`src/rtl/ram_clear_sequencer_pkg.sv`:
```
// ---------------------------------------------------------------------------
// ram_clear_sequencer_pkg
// Shared types and constants for the RAM clear sequencer.
//   state_e      : sequencer state (sweep, one-cycle finish, CPU pass-through)
//   FILL_CONST   : fill mode selecting a constant fill byte
//   FILL_STRIPE  : fill mode selecting alternating stripes of byte / ~byte
// ---------------------------------------------------------------------------
package ram_clear_sequencer_pkg;

  typedef enum logic [1:0] {
    ST_CLEAR  = 2'd0,
    ST_FINISH = 2'd1,
    ST_PASS   = 2'd2
  } state_e;

  localparam int FILL_CONST  = 0;
  localparam int FILL_STRIPE = 1;

endpackage : ram_clear_sequencer_pkg

```
`src/rtl/ram_clear_sequencer_fill.sv`:
```
// ---------------------------------------------------------------------------
// ram_fill_pattern
// Combinational power-on fill byte for a given RAM address.
//   addr_i : address currently being cleared
//   data_o : fill byte (FILL_VALUE, or ~FILL_VALUE on odd stripes in stripe mode)
// ---------------------------------------------------------------------------
module ram_fill_pattern
  import ram_clear_sequencer_pkg::*;
#(
  parameter int          AW          = 16,
  parameter logic [7:0]  FILL_VALUE  = 8'h00,
  parameter int          FILL_MODE   = FILL_CONST,
  parameter int          STRIPE_LOG2 = 2
) (
  input  logic [AW-1:0] addr_i,
  output logic [7:0]    data_o
);

  // Only the stripe-select bit shapes the pattern; the rest of the address
  // is folded here so the full bus stays referenced.
  logic unused_addr_s;
  assign unused_addr_s = ^addr_i;

  // Select the fill byte: stripe bit set in stripe mode inverts the base byte.
  always_comb begin
    data_o = FILL_VALUE;
    if ((FILL_MODE == FILL_STRIPE) && addr_i[STRIPE_LOG2]) begin
      data_o = ~FILL_VALUE;
    end else begin
      data_o = FILL_VALUE;
    end
  end

endmodule : ram_fill_pattern

```
`src/rtl/ram_clear_sequencer.sv`:
```
// ---------------------------------------------------------------------------
// ram_clear_sequencer
// Sits between the CPU/video RAM bus and port 1 of the main dpram. After reset
// or a warm-clear request it sweeps every RAM byte with a fill pattern while
// holding the CPU off, then becomes a one-cycle registered pass-through.
//   clk_48, reset          : clock, asynchronous active-high reset
//   clr_req                : warm-clear request (level, sampled each clock)
//   cpu_ad/cpu_d/cpu_we/cpu_cs : CPU-side bus
//   ram_ad/ram_d/ram_we/ram_cs : registered dpram port-1 bus
//   cpu_hold               : high while the CPU bus is ignored
//   clr_busy               : high while a sweep is in progress
//   clr_done               : one-cycle pulse when a sweep completes
// All outputs are registered and describe the action taken at the last edge.
// ---------------------------------------------------------------------------
module ram_clear_sequencer
  import ram_clear_sequencer_pkg::*;
#(
  parameter int          AW          = 16,
  parameter logic [7:0]  FILL_VALUE  = 8'h00,
  parameter int          FILL_MODE   = FILL_CONST,
  parameter int          STRIPE_LOG2 = 2
) (
  input  logic          clk_48,
  input  logic          reset,
  input  logic          clr_req,
  input  logic [AW-1:0] cpu_ad,
  input  logic [7:0]    cpu_d,
  input  logic          cpu_we,
  input  logic          cpu_cs,
  output logic [AW-1:0] ram_ad,
  output logic [7:0]    ram_d,
  output logic          ram_we,
  output logic          ram_cs,
  output logic          cpu_hold,
  output logic          clr_busy,
  output logic          clr_done
);

  localparam logic [AW-1:0] ADDR_LAST = {AW{1'b1}};
  localparam logic [AW-1:0] ADDR_ONE  = {{(AW-1){1'b0}}, 1'b1};

  state_e        state_q, state_d;
  logic [AW-1:0] clr_addr_q, clr_addr_d;
  logic [AW-1:0] ram_ad_q, ram_ad_d;
  logic [7:0]    ram_d_q, ram_d_d;
  logic          ram_we_q, ram_we_d;
  logic          ram_cs_q, ram_cs_d;
  logic          cpu_hold_q, cpu_hold_d;
  logic          clr_busy_q, clr_busy_d;
  logic          clr_done_q, clr_done_d;
  logic [7:0]    fill_byte_s;

  ram_fill_pattern #(
    .AW          (AW),
    .FILL_VALUE  (FILL_VALUE),
    .FILL_MODE   (FILL_MODE),
    .STRIPE_LOG2 (STRIPE_LOG2)
  ) u_fill (
    .addr_i (clr_addr_q),
    .data_o (fill_byte_s)
  );

  // Next-state, address counter and registered bus values for this edge.
  always_comb begin
    state_d    = state_q;
    clr_addr_d = clr_addr_q;
    ram_ad_d   = ram_ad_q;
    ram_d_d    = ram_d_q;
    ram_we_d   = 1'b0;
    ram_cs_d   = 1'b0;
    cpu_hold_d = 1'b1;
    clr_busy_d = 1'b0;
    clr_done_d = 1'b0;

    if (clr_req) begin
      // A request restarts the sweep from any state; whatever access would
      // have been issued this edge is dropped so the restart is gap-defined.
      state_d    = ST_CLEAR;
      clr_addr_d = '0;
      clr_busy_d = 1'b1;
    end else begin
      case (state_q)
        ST_CLEAR: begin
          ram_cs_d   = 1'b1;
          ram_we_d   = 1'b1;
          ram_ad_d   = clr_addr_q;
          ram_d_d    = fill_byte_s;
          clr_addr_d = clr_addr_q + ADDR_ONE;
          clr_busy_d = 1'b1;
          // Terminal detect on all-ones; the counter wraps back to 0 by itself.
          if (clr_addr_q == ADDR_LAST) begin
            state_d = ST_FINISH;
          end else begin
            state_d = ST_CLEAR;
          end
        end
        ST_FINISH: begin
          clr_done_d = 1'b1;
          state_d    = ST_PASS;
        end
        ST_PASS: begin
          ram_ad_d   = cpu_ad;
          ram_d_d    = cpu_d;
          ram_we_d   = cpu_we;
          ram_cs_d   = cpu_cs;
          cpu_hold_d = 1'b0;
          state_d    = ST_PASS;
        end
        default: begin
          state_d    = ST_CLEAR;
          clr_addr_d = '0;
          clr_busy_d = 1'b1;
        end
      endcase
    end
  end

  // State, counter and output registers; reset forces a fresh sweep from 0.
  always_ff @(posedge clk_48 or posedge reset) begin
    if (reset) begin
      state_q    <= ST_CLEAR;
      clr_addr_q <= '0;
      ram_ad_q   <= '0;
      ram_d_q    <= 8'h00;
      ram_we_q   <= 1'b0;
      ram_cs_q   <= 1'b0;
      cpu_hold_q <= 1'b1;
      clr_busy_q <= 1'b1;
      clr_done_q <= 1'b0;
    end else begin
      state_q    <= state_d;
      clr_addr_q <= clr_addr_d;
      ram_ad_q   <= ram_ad_d;
      ram_d_q    <= ram_d_d;
      ram_we_q   <= ram_we_d;
      ram_cs_q   <= ram_cs_d;
      cpu_hold_q <= cpu_hold_d;
      clr_busy_q <= clr_busy_d;
      clr_done_q <= clr_done_d;
    end
  end

  assign ram_ad   = ram_ad_q;
  assign ram_d    = ram_d_q;
  assign ram_we   = ram_we_q;
  assign ram_cs   = ram_cs_q;
  assign cpu_hold = cpu_hold_q;
  assign clr_busy = clr_busy_q;
  assign clr_done = clr_done_q;

endmodule : ram_clear_sequencer

```
`config.mk`:
```
export PLATFORM = sky130hd
export DESIGN_NAME = ram_clear_sequencer
export DESIGN_NICKNAME = d
export VERILOG_FILES = /design/src/rtl/ram_clear_sequencer_pkg.sv /design/src/rtl/ram_clear_sequencer_fill.sv /design/src/rtl/ram_clear_sequencer.sv
export SDC_FILE = /design/constraint.sdc
export NUM_CORES = 1
export LEC_CHECK = 0
export CAP_MARGIN = 20
export CORE_MARGIN = 5
export CORE_UTILIZATION = 30
export CTS_CLUSTER_SIZE = 28
export DETAILED_ROUTE_END_ITERATION = 16
export SYNTH_ARGS = -nofsm -noshare
export SYNTH_HDL_FRONTEND = slang
export SYNTH_SLANG_ARGS = --single-unit
```
`constraint.sdc`:
```
create_clock -name clk_48 -period 2.5 [get_ports clk_48]
set_input_delay 0.25 -clock clk_48 [delete_from_list [all_inputs] [get_ports clk_48]]
set_output_delay 0.25 -clock clk_48 [all_outputs]
set_load 0.1 [all_outputs]
```
* Yosys cells after proc, flatten, opt, wreduce, memory -nomap -nowiden
Cells that the tools add are included.
Storage, ports and cells: output and inout port bits 29, register bits 47
Cells by class: equality and inequality tests 4, multiplexer cells 17, bitwise gates (word level) 1, add/subtract/negate cells 1, reductions and logical operators 4
Operators by type and width (count):
- 16-bit case mux with 2 select lines | 2
- 16-bit by 1-bit adder with 16-bit output, second input constant | 1
- 16-bit equality test, second input constant | 1
- 16-bit 2-to-1 mux | 1
- 8-bit case mux with 2 select lines | 1
- 1-bit 2-to-1 mux | 9
- 1-bit case mux with 2 select lines | 2
- 2-bit case mux with 2 select lines | 1
- 2-bit by 1-bit equality test with 1-bit output, second input constant | 1
- 2-bit equality test, second input constant | 1
- 2-bit logical NOT | 1
- 2-bit 2-to-1 mux | 1
- 2-bit by 1-bit != test with 1-bit output, second input constant | 1
- 2-bit AND reduction | 1
- 2-bit nonzero test | 1
- 2-bit OR reduction | 1
- 1-bit inverter | 1

* Longest topological paths before layout
depth in word-level cells 4, mapped depth 7

* Cells and area by module
A second synthesis with hierarchy kept.
Unflattened totals: cell total of the unflattened synthesis 231, area total of the unflattened synthesis 2308.5 um^2
Modules (own cells, without submodules):
- ram_clear_sequencer | cells each 222, sequential area each 1178.6 um^2, instances 1, area an instance 2244.7 um^2
- ram_fill_pattern | cells each 9, sequential area each 0.0 um^2, instances 1, area an instance 63.8 um^2

* Least setup slack after synthesis
Ideal clock, no wire load.
path kind register to register, start point register state_q[0], end point register clr_addr_q[14], arrival 1697 ps, data required time 2422 ps, period minus slack after synthesis 1775 ps, stages on the path, launching flop included 8, slack 725 ps, cell sequence dfrtp_1 > inv_1 > ha_1 > nand2b_1 > buf_2 > nand4_4 > or4_1 > a21oi_1
On the way: longest elaborated chain between the ends 4, elaborated cells on any way between the ends 7
RTL lines:
- from (decl) | RTL line ram_clear_sequencer.sv:42 | state_e state_q, state_d;
- from (signal assigned) | RTL line ram_clear_sequencer.sv:131 | state_q <= state_d;
- 2-bit equality test or 2-bit by 1-bit equality test with 1-bit output (tied branches) | RTL line ram_clear_sequencer.sv:82 | case (state_q)
- 2-bit OR reduction (no source line)
- 16-bit case mux with 2 select lines | RTL line ram_clear_sequencer.sv:82
- 16-bit 2-to-1 mux | RTL line ram_clear_sequencer.sv:75 | if (clr_req) begin
- to (signal assigned) | RTL line ram_clear_sequencer.sv:132 | clr_addr_q <= clr_addr_d;
- to (decl) | RTL line ram_clear_sequencer.sv:43 | logic [AW-1:0] clr_addr_q, clr_addr_d;
Parallel ways exist; a longest one is shown, timed or not. A chain may end at the register's enable or synchronous reset.

* Final worst setup path
Ends and elaborated chain as after synthesis.

==> metrics.yaml <==
path_class: "register to register"
antenna_found_initial: 0
portBuffers: 57
synthArstFlopShare_pct: 100.0
rsz0062_at_grt: "false"
die_w_um: 95.29
max-cap-violations: 0
status: "finished clean"
fin_crit_sh_pct: 82.26
worstPathRequired_ns: 2.72
ys_ff_latch: 47
yosys-top-cells-area: "dfrtp_1 52%, mux2i_1 7.3%, o21ai_0 7.1%"
yosys_warnings: 0
synth_edf_count: 0
fp.dieArea_um2: 9079
syn-num-nets: 251
grt_pass1_wl_mm: 8.017
grt_pass1_vias: 1656
yosysUniqueCellTypes: 32
cts_resized: 0
critPathLaunch: "state_q[0]"
end_kind: "register"
setup_viol: 0
htreeDepth: 2
arrival_ns: 2.27
drc: 0
critPathLaunchType: "register"
drt_pass1_iterations: 4
finish.utilization_pct: 40.58
peakVddDrop_v: 0.0003433
track_usage_pct: 11.42
netlist_area_um2: 2182
gp_congestion: 0.7604
dpl.hpwl_mm: 3.838
fmax_mhz: 486.2
syn_avg_cell_area_um2: 10.01
power_density_nw_per_um2: 520.1
ant_nets: 0
hold_buffers: 0
hp-class: "input port to async pin"
synth_top_cell_area_share_pct: 51.61
period_minus_slack_ns: 2.057
dieHeight_um: 95.29
clk_pin_slew_ns: 0.08
rr_startpoint: "state_q[0]"
finClkSkew_ns: 0.007426
start_util_pct: 30.41
setup-tns-final_ns: 0
finalHoldViolations: 0
diodes: 0
grt.overflow.total: 0
rows: 31
yosys_most_used_dff: "dfrtp_1"
cp_max_fo: 8
insertion_delay_ns: 0.30
route.vias.total: 1695
core-area_um2: 7176
yosysTopAreaCell: "dfrtp_1"
clk_path_buf_depth: 2
worst_slew_pin_slew_ns: 0.7180
wl_per_cell_um: 13.59
fin_nets: 307
netlist_instances: 218
synthToLayoutAreaGrowth_pct: 33.43
ys_seq_area_share_pct: 54.01
drt-initial-drc-count: 51
cts_root_buf: "clkbuf_8"
relSlewSlack_pct: 52.13
power.static_leakage_nw: 1.206
cts-buffers-inserted: 5
cts_tree: "built"
finalPower_w: 0.001514
post-place-ws_ns: 0.4591
fin_ws_ns: 0.4434
routed_via_density: 4.532
cts_sinks: 47
wirelength_mm: 5.082
drive_gt1_share_pct: 18.55
cts_setup_buffers: 0
grt_max_degree: 49
drv_slew: 0
ios: 58
==> cells in the final DEF (no fill, tap or decap), types with 2 or more instances in the layout <==
cell / synthesis / final
a21oi_1: 13 / 13
xnor2_1: 2 / 2
clkbuf_8: 0 / 6
mux2i_1: 16 / 16
or3_1: 7 / 7
dfstp_2: 2 / 2
nor4_1: 2 / 2
nor2b_1: 2 / 2
o21ai_0: 31 / 31
nand4_1: 5 / 5
buf_4: 0 / 32
clkdlybuf4s50_1: 0 / 28
nand4_4: 2 / 2
xor2_1: 3 / 3
ha_1: 4 / 4
inv_1: 6 / 5
nand3_1: 4 / 4
dfrtp_1: 45 / 45
nand2_1: 39 / 39
nand2b_1: 2 / 2
nor2_1: 9 / 9
==> synthesized netlist by cell type, types with 2 or more instances <==
master	number
clkbuf_1	6
nand2b_1	2
or3_1	7
mux2i_1	16
nand2_1	39
o21ai_0	31
xnor2_1	2
dfstp_2	2
nor2b_1	2
ha_1	4
nand4_1	5
nand4_4	2
inv_1	6
buf_2	6
nand3_1	4
nor4_1	2
a21oi_1	13
nor2_1	9
dfrtp_1	45
xor2_1	3
==> worst max-delay path, cell delays in order, from the launching register on <==
cell,delay (ns)
dfrtp_1,0.37
inv_1,0.07
ha_1,0.38
nand2b_1,0.36
nand4_4,0.19
or4_1,0.44
a21oi_1,0.17
==> where the power goes <==
part / internal, W / leakage [nW] / switching, W
combinational: 0.0000625 / 0.504 / 0.0000987
sequential: 0.000770 / 0.641 / 0.0000115
clock: 0.000324 / 0.0612 / 0.000248
==> logic make-up after synthesis <==
group	share of synthesized area [%]
compound gates	10.78
flops	54.01
xor+xnor	2.007
simple gates	19.61
fa+ha+maj	2.294
buf+inv	3.440
mux	7.855
==> metal layers <==
metal | global-route usage (%) | vias up | share of wire, %
li1 | - | 859 | -
met1 | 14.28 | 793 | 43
met2 | 18.89 | 34 | 49
met3 | 3.157 | 9 | 5.8
met4 | 3.966 | 0 | 2.2
met5 | 0 | - | 0
==> metrics by stage <==
stage | std cells | hold WS, ns | instance area [µm²]
2_1_floorplan | 218 | 0.3948 | 2182
3_3_place_gp | 366 | 0.4646 | 2794
3_5_place_dp | 366 | 0.4735 | 2794
4_1_cts | 374 | 0.3241 | 2912
5_1_grt | 374 | 0.3564 | 2912
6_report | 374 | 0.3122 | 2912
==> registers in the layout (all words and copies together) (netlist names) <==
name,cells
ram_we,1
cpu_hold,1
clr_done,1
ram_cs,1
ram_d,8
clr_addr_q,16
ram_ad,16
state_q,2
clr_busy,1
==> worst paths after layout <==
kind	end	slack (ns)	depth (start not counted)
hold / removal	ram_d[0]	0.31	2
min in group clk_48	ram_ad[12]	0.49	2
hold reg to reg	ram_ad[12]	0.49	2
setup reg to reg	clr_addr_q[14]	0.44	6
max in group asynchronous	clr_busy	1.61	3
setup / recovery	clr_addr_q[14]	0.44	6
==> final cells by class <==
cell class,count,area (µm²)
tap,99,123.9
clock inverter,2,35.03
multi-input combinational,153,928.4
fill,708,4264
clock buffer,6,82.58
sequential,47,1179
inverter,6,22.52
timing repair buffer,61,540.5
No activity file was read; power rests on OpenSTA's default activity.
